### src/rtl/ifid_branch_resolve.sv
// rtl/ifid_branch_resolve.sv - IF/ID pipeline register with decode-stage branch resolution
module ifid_branch_resolve #(
    parameter logic [31:0] NOP_WORD = 32'h00000000,
    parameter int          CNT_W    = 16
) (
    input  logic             clk,
    input  logic             reset,
    input  logic [31:0]      instructionoutput,
    input  logic [31:0]      PCPLUS4,
    input  logic             stall,
    input  logic [31:0]      rs_data,
    input  logic [31:0]      rt_data,
    output logic [4:0]       rs_addr,
    output logic [4:0]       rt_addr,
    output logic [31:0]      id_instr,
    output logic [31:0]      id_pcplus4,
    output logic             id_valid,
    output logic [31:0]      BranchAdd,
    output logic             PCSrc,
    output logic [CNT_W-1:0] branch_count
);

    localparam logic [5:0] OP_J   = 6'h02;
    localparam logic [5:0] OP_BEQ = 6'h04;
    localparam logic [5:0] OP_BNE = 6'h05;

    localparam logic [CNT_W-1:0] CNT_MAX = '1;
    localparam logic [CNT_W-1:0] CNT_ONE = {{(CNT_W-1){1'b0}}, 1'b1};

    typedef enum logic {
        EMPTY = 1'b0,
        VALID = 1'b1
    } state_t;

    state_t           state_q, state_d;
    logic [31:0]      id_instr_q, id_instr_d;
    logic [31:0]      id_pcplus4_q, id_pcplus4_d;
    logic [CNT_W-1:0] branch_count_q, branch_count_d;

    logic [5:0]  op;
    logic [15:0] imm;
    logic        taken;
    logic        redirect;
    logic [31:0] target;

    // State register: reset wins over every other update in the same edge
    always_ff @(posedge clk) begin
        if (reset) begin
            state_q        <= EMPTY;
            id_instr_q     <= NOP_WORD;
            id_pcplus4_q   <= 32'h0;
            branch_count_q <= '0;
        end else begin
            state_q        <= state_d;
            id_instr_q     <= id_instr_d;
            id_pcplus4_q   <= id_pcplus4_d;
            branch_count_q <= branch_count_d;
        end
    end

    // Next state: a redirect empties ID (wrong-path squash), otherwise any unstalled cycle loads
    always_comb begin
        state_d = state_q;
        if (redirect) begin
            state_d = EMPTY;
        end else if (!stall) begin
            state_d = VALID;
        end
    end

    // IF/ID payload and saturating redirect counter; flush beats stall beats load
    always_comb begin
        id_instr_d     = id_instr_q;
        id_pcplus4_d   = id_pcplus4_q;
        branch_count_d = branch_count_q;
        if (redirect) begin
            id_instr_d   = NOP_WORD;
            id_pcplus4_d = 32'h0;
            if (branch_count_q != CNT_MAX) begin
                branch_count_d = branch_count_q + CNT_ONE;
            end
        end else if (!stall) begin
            id_instr_d   = instructionoutput;
            id_pcplus4_d = PCPLUS4;
        end
    end

    // Decode and target generation; redirect is gated by a real instruction and no stall
    always_comb begin
        op     = id_instr_q[31:26];
        imm    = id_instr_q[15:0];
        taken  = 1'b0;
        target = id_pcplus4_q;
        case (op)
            OP_BEQ: begin
                taken  = (rs_data == rt_data);
                target = id_pcplus4_q + {{14{imm[15]}}, imm, 2'b00};
            end
            OP_BNE: begin
                taken  = (rs_data != rt_data);
                target = id_pcplus4_q + {{14{imm[15]}}, imm, 2'b00};
            end
            OP_J: begin
                taken  = 1'b1;
                target = {id_pcplus4_q[31:28], id_instr_q[25:0], 2'b00};
            end
            default: begin
                taken  = 1'b0;
                target = id_pcplus4_q;
            end
        endcase
        redirect = taken & (state_q == VALID) & ~stall;
    end

    assign rs_addr      = id_instr_q[25:21];
    assign rt_addr      = id_instr_q[20:16];
    assign id_instr     = id_instr_q;
    assign id_pcplus4   = id_pcplus4_q;
    assign id_valid     = (state_q == VALID);
    assign BranchAdd    = target;
    assign PCSrc        = redirect;
    assign branch_count = branch_count_q;

endmodule

### config.mk
export PLATFORM = sky130hd
export DESIGN_NAME = ifid_branch_resolve
export DESIGN_NICKNAME = d
export VERILOG_FILES = /design/src/rtl/ifid_branch_resolve.sv
export SDC_FILE = /design/constraint.sdc
export NUM_CORES = 1
export LEC_CHECK = 0
export ABC_CLOCK_PERIOD_IN_PS = 9730
export BUFFER_PORTS_ARGS = -buffer_cell sky130_fd_sc_hd__buf_4
export CAP_MARGIN = 20
export CORE_AREA = 2 2 113 115
export CTS_CLUSTER_DIAMETER = 60
export DETAILED_ROUTE_END_ITERATION = 16
export DIE_AREA = 0 0 115 117
export PLACE_DENSITY = 0.73
export SLEW_MARGIN = 25
export SYNTH_ARGS = -nofsm -noshare
export SYNTH_HDL_FRONTEND = slang
export SYNTH_SLANG_ARGS = --single-unit
### constraint.sdc
create_clock -name clk -period 9.73 [get_ports clk]
set_input_delay 0.973 -clock clk [delete_from_list [all_inputs] [get_ports clk]]
set_output_delay 0.973 -clock clk [all_outputs]
set_load 0.05 [all_outputs]
==> run summary <==
Filler Cells Inserted: 1,094
Core Box Area: 0.0123 mm²
CTS sink cnt: 81
nets: 1,035
Setup CP Type: reg2out
Leakage Power: 3.73 nW
Mapped Avg Cell Area: 8.46 µm²
Clock Skew: 6.56 ps
hold_ws: 478 ps
R2R Path End: id_pcplus4[20]$_SDFFE_PP0N_
Synth Area in Compound Gates: 0.170
register area share after synthesis: 0.300
Synth Register Bits: 81
Worst IR Drop VDD: 142 µV
final period utilization: 0.508
hold endpoint: id_valid$_SDFFE_PP0N_
Worst R2R Path Depth: 8
clk slew on worst S/H paths: 60 ps
Syn Inst Count: 639
num ports: 255
mux contribution to synthesized area: 0.130
final setup vio count: 0
clock period minus worst slack: 4940 ps
WL/cell: 16.1 µm
Num CTS Buffers: 9
I/O Buffers: 254
Max H-tree Level: 3
Arr. time, crit path: 3970 ps
number of synthesized flops with an enable pin: 0
Synth Area in Simple Gates: 0.180
Overflow after GRT: 0
max-slew violations: 0
Final HPWL DP: 12.9 mm
critical path launch point type: flip-flop
Synth Area in XOR/XNOR: 0.102
main combinational cell family by area after synthesis: simple AND/OR/NAND/NOR gates
RD Place Congestion: 0.915
Final ANT Viol Nets: 0
Tightest Pin Transition: 946 ps
WL final: 16.6 mm
Cell variety after synth: 55
Critical Path RT: 8760 ps
CTS Root Cell: clkbuf_16
status: completed
peak fanout along the critical path: 19
Synth warnings: 0
Starting Density: 0.439
fmax: 202 MHz
cell row count: 41
RSZ-0062 raised after global routing: false
Post-Synth Adder-Cell Area: 0.0731
Die H: 117 µm
via count: 5,532
post-cts resize count: 0
first-pass GRT wire length: 26.2 mm
Antenna Cells: 0
final hold violations: 0
Max Cap Viol: 0
FF-to-FF Start: id_instr[31]$_SDFFE_PP0N_
DRC viols: 0
Post-CTS Setup Inserts: 0
# hold bufs at CTS: 0
die width: 115 µm
drt via density: 5.39
later-pin clock latency in the skew report: 340 ps
Post-Syn Nets: 801
Top FF cell, synth: dfxtp_1
Async SR Flop Fraction: 0
Die ar.: 0.0135 mm²
layout cells sized above 1: 0.320
worst hold-check path type: reg2reg
most frequent cells in the layout: 259 x buf_4, 94 x nor2_1, 81 x dfxtp_1
initial antenna violation count: 0
WHS Path Cells: 2
total iterations of the first detailed-routing run: 5
DR iter-0 viols: 294
commonest non-fill, non-tap cell in the layout: buf_4
GRT Util Overall: 0.242
slew margin rel.: 0.366
TNS Setup: 0 ps
largest net degree at the start of global routing: 66
area delta synth->final: 41.1%
Post-Route Utilization: 0.620
clk buf depth: 2
Power Dens Cells: 133 mW/mm²
CTS tree: yes
crit path capture type: output pin
Synth Cell Area: 0.00541 mm²
R2R Setup Slk: 6500 ps
vias in the first global route: 5,240
HP Start: id_valid$_SDFFE_PP0N_
[metal layers]
metal	GRT usage	vias to the layer above	routed length (µm)
met5	0	-	0
met4	0.0635	0	256
met3	0.0695	19	1120
met2	0.428	168	8240
met1	0.291	2598	6940
li1	-	2747	-
[critical path: stages (launching register included)]
cell,delay [ps]
dfxtp_1,790
ha_1,420
and3_1,240
and2_1,140
a221o_1,360
o31ai_1,470
o21ai_1,220
a21oi_1,210
mux2_1,340
o211ai_1,200
buf_4,240
[registers in the layout, summed over array words and instances (netlist names)]
| name | cells |
|---|---|
| branch_count | 16 |
| id_pcplus4 | 32 |
| id_instr | 32 |
| id_valid | 1 |
[logic make-up (layout without fill, tap and decap cells)]
group	Yosys count	after routing
compound gates	141	141
xor+xnor	63	63
fa+ha+maj	31	31
buf+inv	52	290
flops	81	81
mux	70	70
simple gates	201	201
[how the worst max path moves through the flow]
stage                                         start             to  slack [ps]
final                     id_instr[15]$_SDFFE_PP0N_  BranchAdd[26]        4790
after global routing      id_instr[15]$_SDFFE_PP0N_  BranchAdd[26]        4520
after CTS                 id_instr[15]$_SDFFE_PP0N_  BranchAdd[26]        4780
after detailed placement  id_instr[15]$_SDFFE_PP0N_  BranchAdd[26]        5170
after global placement    id_instr[15]$_SDFFE_PP0N_  BranchAdd[26]        5330
after floorplan           id_instr[15]$_SDFFE_PP0N_  BranchAdd[26]        4940
[through the flow]
stage / cell area, µm² / setup slack (ps) / cells / power, mW
final: 7630 / 4790 / 1027 / 1.02
after detailed placement: 7370 / 5170 / 1012 / 0.717
after CTS: 7630 / 4780 / 1027 / 1.03
after global placement: 7370 / 5330 / 1012 / 0.711
after floorplan: 5410 / 4940 / 639 / 0.596
after global routing: 7630 / 4520 / 1027 / 1.06
[cells in the mapped netlist, drive strengths merged, types with 12 or more instances]
master / count / area share
nor2: 95 / 0.066
dfxtp: 81 / 0.30
mux2i: 66 / 0.12
xor2: 50 / 0.081
o21ai: 37 / 0.034
ha: 30 / 0.069
nand2: 29 / 0.020
a21oi: 27 / 0.025
a22oi: 23 / 0.032
clkbuf: 21 / 0.015
buf: 15 / 0.019
inv: 14 / 0.0097
xnor2: 13 / 0.021
a21o: 12 / 0.017
nand3: 12 / 0.012
[final cells by class]
class | instances | area, µm² | share of cell area
Multi-Input combinational cell | 506 | 3550 | 0.465
Timing Repair Buffer | 259 | 1940 | 0.255
Sequential cell | 81 | 1620 | 0.212
Clock buffer | 12 | 246 | 0.0323
Tap cell | 150 | 188 | 0.0246
Inverter | 16 | 61.3 | 0.00803
Clock inverter | 3 | 17.5 | 0.00230
[power breakdown]
group | internal, mW | leakage (nW) | switching [mW]
Sequential | 0.348 | 0.666 | 0.0200
Clock | 0.178 | 0.128 | 0.131
Combinational | 0.128 | 2.93 | 0.213
Total | 0.654 | 3.73 | 0.364
No activity file was read; power rests on OpenSTA's default activity.
